--- src/rtl/macc_if.sv ---
// macc_if: load/drain enables and per-lane data for the macc staging buffer
interface macc_if #(parameter int WIDTH = 32);
  logic [2:0] wen;
  logic [2:0] ren;
  logic [WIDTH-1:0] matrix_a_in;
  logic [WIDTH-1:0] matrix_b_in;
  logic [WIDTH-1:0] matrix_c_in;
  logic [WIDTH-1:0] matrix_a_out;
  logic [WIDTH-1:0] matrix_b_out;
  logic [WIDTH-1:0] matrix_c_out;
  modport master (
    output wen, ren, matrix_a_in, matrix_b_in, matrix_c_in,
    input  matrix_a_out, matrix_b_out, matrix_c_out
  );
  modport slave (
    input  wen, ren, matrix_a_in, matrix_b_in, matrix_c_in,
    output matrix_a_out, matrix_b_out, matrix_c_out
  );
endinterface

--- src/rtl/macc.sv ---
// macc: three independent shift-chain staging lanes (A, B, C) with zero-filling drain
module macc #(
  parameter int WIDTH = 32,
  parameter int DEPTH = 2
) (
  input logic   CLK,
  input logic   RST_L,
  macc_if.slave bus
);
  logic [WIDTH-1:0] in_w    [3];
  logic [WIDTH-1:0] stage_q [3][DEPTH];
  logic [WIDTH-1:0] stage_d [3][DEPTH];
  assign in_w[2] = bus.matrix_a_in;
  assign in_w[1] = bus.matrix_b_in;
  assign in_w[0] = bus.matrix_c_in;
  always_comb begin
    for (int k = 0; k < 3; k++) begin
      stage_d[k][0] = (bus.wen[k] | bus.ren[k]) ? (bus.wen[k] ? in_w[k] : '0) : stage_q[k][0];
      for (int i = 1; i < DEPTH; i++)
        stage_d[k][i] = (bus.wen[k] | bus.ren[k]) ? stage_q[k][i-1] : stage_q[k][i];
    end
  end
  always_ff @(posedge CLK) begin
    if (!RST_L) stage_q <= '{default: '0};
    else stage_q <= stage_d;
  end
  assign bus.matrix_a_out = stage_q[2][DEPTH-1];
  assign bus.matrix_b_out = stage_q[1][DEPTH-1];
  assign bus.matrix_c_out = stage_q[0][DEPTH-1];
endmodule

--- src/flat_wrapper.sv ---
// flat-port wrapper written by rule: the top's interface ports become plain ports
module macc_flat 
#(
  parameter int WIDTH = 32,
  parameter int DEPTH = 2
)
  (CLK, RST_L, bus_wen, bus_ren, bus_matrix_a_in, bus_matrix_b_in, bus_matrix_c_in, bus_matrix_a_out, bus_matrix_b_out, bus_matrix_c_out);
  macc_if #(.WIDTH(WIDTH)) bus_i ();
  input logic CLK;
  input logic RST_L;
  input wire logic [$bits(bus_i.wen)-1:0] bus_wen;
  input wire logic [$bits(bus_i.ren)-1:0] bus_ren;
  input wire logic [$bits(bus_i.matrix_a_in)-1:0] bus_matrix_a_in;
  input wire logic [$bits(bus_i.matrix_b_in)-1:0] bus_matrix_b_in;
  input wire logic [$bits(bus_i.matrix_c_in)-1:0] bus_matrix_c_in;
  output wire logic [$bits(bus_i.matrix_a_out)-1:0] bus_matrix_a_out;
  output wire logic [$bits(bus_i.matrix_b_out)-1:0] bus_matrix_b_out;
  output wire logic [$bits(bus_i.matrix_c_out)-1:0] bus_matrix_c_out;
  assign bus_i.wen = bus_wen;
  assign bus_i.ren = bus_ren;
  assign bus_i.matrix_a_in = bus_matrix_a_in;
  assign bus_i.matrix_b_in = bus_matrix_b_in;
  assign bus_i.matrix_c_in = bus_matrix_c_in;
  assign bus_matrix_a_out = bus_i.matrix_a_out;
  assign bus_matrix_b_out = bus_i.matrix_b_out;
  assign bus_matrix_c_out = bus_i.matrix_c_out;
  macc #(.WIDTH(WIDTH), .DEPTH(DEPTH)) u_core (.CLK(CLK), .RST_L(RST_L), .bus(bus_i));
endmodule
--- config.mk ---
export PLATFORM = sky130hd
export DESIGN_NAME = macc_flat
export DESIGN_NICKNAME = d
export VERILOG_FILES = /design/src/rtl/macc_if.sv /design/src/rtl/macc.sv /design/src/flat_wrapper.sv
export SDC_FILE = /design/constraint.sdc
export NUM_CORES = 1
export LEC_CHECK = 0
export ABC_AREA = 1
export ABC_CLOCK_PERIOD_IN_PS = 2450
export BUFFER_PORTS_ARGS = -buffer_cell sky130_fd_sc_hd__buf_2
export CORE_MARGIN = 2
export CORE_UTILIZATION = 50
export DETAILED_ROUTE_END_ITERATION = 10
export GPL_ROUTABILITY_DRIVEN = 0
export MAX_ROUTING_LAYER = met4
export PLACE_DENSITY = 0.77
export SYNTH_ARGS = -nofsm -noshare
export SYNTH_HDL_FRONTEND = slang
export SYNTH_SLANG_ARGS = --single-unit
--- constraint.sdc ---
create_clock -name CLK -period 2.45 [get_ports CLK]
set_input_delay 0.1225 -clock CLK [delete_from_list [all_inputs] [get_ports CLK]]
set_output_delay 0.1225 -clock CLK [all_outputs]
set_load 0.02 [all_outputs]
# Yosys cells after proc, flatten, opt, wreduce, memory -nomap -nowiden
# Cells that the tools add are included.
[classes]
n_mux = 3
bitwise_logic = 3
[op_table]
columns = ["op", "count"]
rows = [
  ["$mux 32", 3],
  ["$or 1x1->1", 3],
]
[word_totals]
register_bits = 192
inputBits = 104
output_inout_bits = 96
elab_cells = 12

# Longest topological paths before layout
[logic_depth]
ltp_word = 1
mapped_depth = 6
ltp_nobuf = 4

# Worst setup path before layout
# OpenSTA, ideal clock, no wires.
[synth_timing]
path_kind = "in2reg"
start = "in bus_wen[1]"
end = "reg u_core.stage_q[109] in the netlist's numbering"
setup_time_ns = 0.070
arrival_ns = 0.792
required_ns = 2.380
setup_slack_ns = 1.587
stages = 6
n_path_buf = 3
path_cell_list = "buf_2 nor2_4 buf_6 buf_6 nand2_1 a21oi_1"
[synth_via]
elab_chain_len = 1
word_cells_on_any_way = 2
classes_between = "mux (1); bitwise (1)"
[synth_lines]
columns = ["element", "line", "source"]
rows = [
  ["start: declaration", "flat_wrapper.sv:11", "input wire logic [$bits(bus_i.wen)-1:0] bus_wen;"],
  ["$mux 32 / $or 1x1->1 (equally long branches)", "macc.sv:18", "stage_d[k][0] = (bus.wen[k] | bus.ren[k]) ? (bus.wen[k] ? in_w[k] : '0) : stage_q[k][0];"],
  ["end signal: assignment", "macc.sv:25", "else stage_q <= stage_d;"],
  ["end: declaration", "macc.sv:11", "logic [WIDTH-1:0] stage_q [3][DEPTH];"],
]
# Parallel ways exist; a longest one is shown, timed or not.
# A chain may end at the register's enable or synchronous reset.

# Final worst setup path
[layout_timing]
start = "in bus_wen[0]"
end = "reg u_core.stage_q[160] in the netlist's numbering"
# The elaborated chain is that of the path after synthesis.

==> results.md <==
* Outcome: complete, no violations
* Final Hold Fails at 0
* Crit-path max cell delay at 0.52 ns
* CP Launch Type: input pin
* Diode count at 0
* Vias in the first global route at 5758
* Leak pwr at 0.00458 uW
* Core box area at 15700 um2
* Slowest-stage cell, CP: buf_4
* Post-synthesis net count at 1227
* Cell Area, Synth at 7960 um2
* Via count at 6738
* Setup TNS at 0 ns
* Final nets at 1388
* CTS tree: built
* Drt total wl at 17500 um
* Flops & latches, synth at 192
* Die area at 16900 um2
* Synth unique cells at 12
* Commonest non-fill, non-tap cell in the layout: nand2_1
* Most frequent cells in the layout: 384 x nand2_1, 198 x buf_2, 192 x nor2_1, 192 x dfxtp_1
* Period utilization at 44.4%
* Area Growth Syn to Fin at 23.1%
* Aggregate global-route resource usage at 20.4%
* Layout cells sized above 1 at 18.6%
* H-Tree Depth at 4
* Port buffer count at 199
* RSZ-0062 raised after global routing: no
* Fin util at 62.4%
* WS Path Type: input pin to flop
* Num CTS Buffers at 17
* CP endpoint kind: flop
* Top Ports at 200
* Wire length of the first global-routing pass at 27100 um
* Clk buf depth at 2
* Worst-Margin Slew at 1.10 ns
* Clock-pin slew on the worst setup and hold paths at 0.07 ns
* Reg2Reg Setup Slack at 1.72 ns
* Clk_skew at 0.00685 ns
* Max_cap viols at 0
* Max Slew Vio Count at 0
* Starting Density at 50.6%
* Die Width at 130 um
* Clk_lat worst skew at 0.42 ns
* Total power at 7050 uW
* Pwr dens at 719 nW/um2
* Die Span Y at 130 um
* Largest net degree at the start of global routing at 97
* # clock sinks at 192
* YS warnings at 0
* Worst ir drop on vdd at 451 uV
* Final setup fails at 0
* Dpl hpwl at 9800 um
* DR pass1 iterations at 4
* Mapped Cells at 1123
* CP arrival at 1.43 ns
* CTS root buf: clkbuf_16
* Post-layout minimum cycle time at 1.09 ns
* Initial antenna violation count at 0
* GRT overflow at 0
* Avg Cell Area, Syn at 7.08 um2
* Worst hold path type: input pin to flop
* Cell Rows at 46
* WL per Instance at 11.6 um
* Fmax at 0.919 GHz
* Initial DRC Count at 346
* Headroom to the max-slew limit at 26.5%
* Worst EP required at 2.79 ns
* Seq/Total Area, Yosys at 48.3%
* PostCTS Resize Cnt at 0
* Critical Path Fanout Max at 68
* Via-to-Cell Ratio at 4.45
* Crit-path cells: buf_2, nor2_4, buf_4, nand2_1, a21oi_1
* # DRC at 0
* Post-route antenna net violation count at 0
==> report_power, final <==
group	total [uW]	leakage, uW	switching (uW)	internal, uW
clock network	2800	0.000287	1260	1540
logic	881	0.00272	509	372
registers	3370	0.00158	83.3	3290
==> area by class of cell <==
type | count | area [um2]
Clock inverter | 15 | 174
Inverter | 97 | 365
Tap cell | 216 | 270
Fill cell | 1330 | 5920
Sequential cell | 192 | 3840
Multi-Input combinational cell | 675 | 2680
Timing Repair Buffer | 301 | 2040
Clock buffer | 17 | 425
==> path summary, 6_finish.rpt <==
| path | startpoint | endpoint | cells past startpoint |
|---|---|---|---|
| worst max-delay path | bus_wen[0] | u_core.stage_q[160] | 5 |
| worst max register to register | u_core.bus.matrix_c_out[29] | u_core.bus.matrix_c_out[29] | 4 |
| worst min register to register | u_core.stage_q[112] | u_core.stage_q[112] | 2 |
| worst min-delay path | bus_ren[0] | u_core.stage_q[162] | 5 |
==> Yosys cell counts <==
cell type,n,area share (%)
inv_2,1,0.047
clkbuf_1,18,0.85
nor2_4,3,0.42
nand2_1,384,18
nor2_1,192,9.1
buf_2,29,1.8
buf_4,105,9.9
dfxtp_1,192,48
buf_1,1,0.047
buf_6,6,0.85
inv_1,96,4.5
a21oi_1,96,6.0
==> metrics by stage <==
stage	area, um2	cells	setup slack [ns]	hold WS, ns
floorplan	7960	1123	1.59	0.263
global placement	8240	1385	0.959	0.378
detailed placement	8240	1385	0.935	0.380
CTS	9800	1513	1.34	0.205
global route	9800	1513	1.20	0.222
finish	9800	1513	1.36	0.232
==> metal layers <==
metal / GRT usage, % / vias to the layer above / wire length (um)
met5: - / - / 0
met4: 6.45 / 0 / 203
met3: 5.58 / 15 / 987
met2: 31.5 / 167 / 8200
met1: 26.1 / 2993 / 8100
li1: - / 3563 / -
==> sequential cells by signal, summed over array words and instances (netlist names) <==
register                 cells
u_core.bus.matrix_c_out     32
u_core.stage_q              96
u_core.bus.matrix_b_out     32
u_core.bus.matrix_a_out     32
==> logic make-up after synthesis <==
group,count (synthesis),share of synthesized area [%]
simple gates,579,27.6
buf+inv,256,18.1
flops,192,48.3
compound gates,96,6.04
==> timing repair <==
| item | in CTS | in global routing |
|---|---|---|
| hold endpoints to repair | 96 | 0 |
| buffers inserted | 0 | 0 |
| hold buffers | 96 | 0 |
==> worst max-delay path: cells and delay by family <==
kind / cells / cell delay (ns)
AO/OA/AOI/OAI: 1 / 0.15
AND/OR/NAND/NOR: 2 / 0.32
buffers and inverters: 2 / 0.83
No activity file was read; power rests on OpenSTA's default activity.
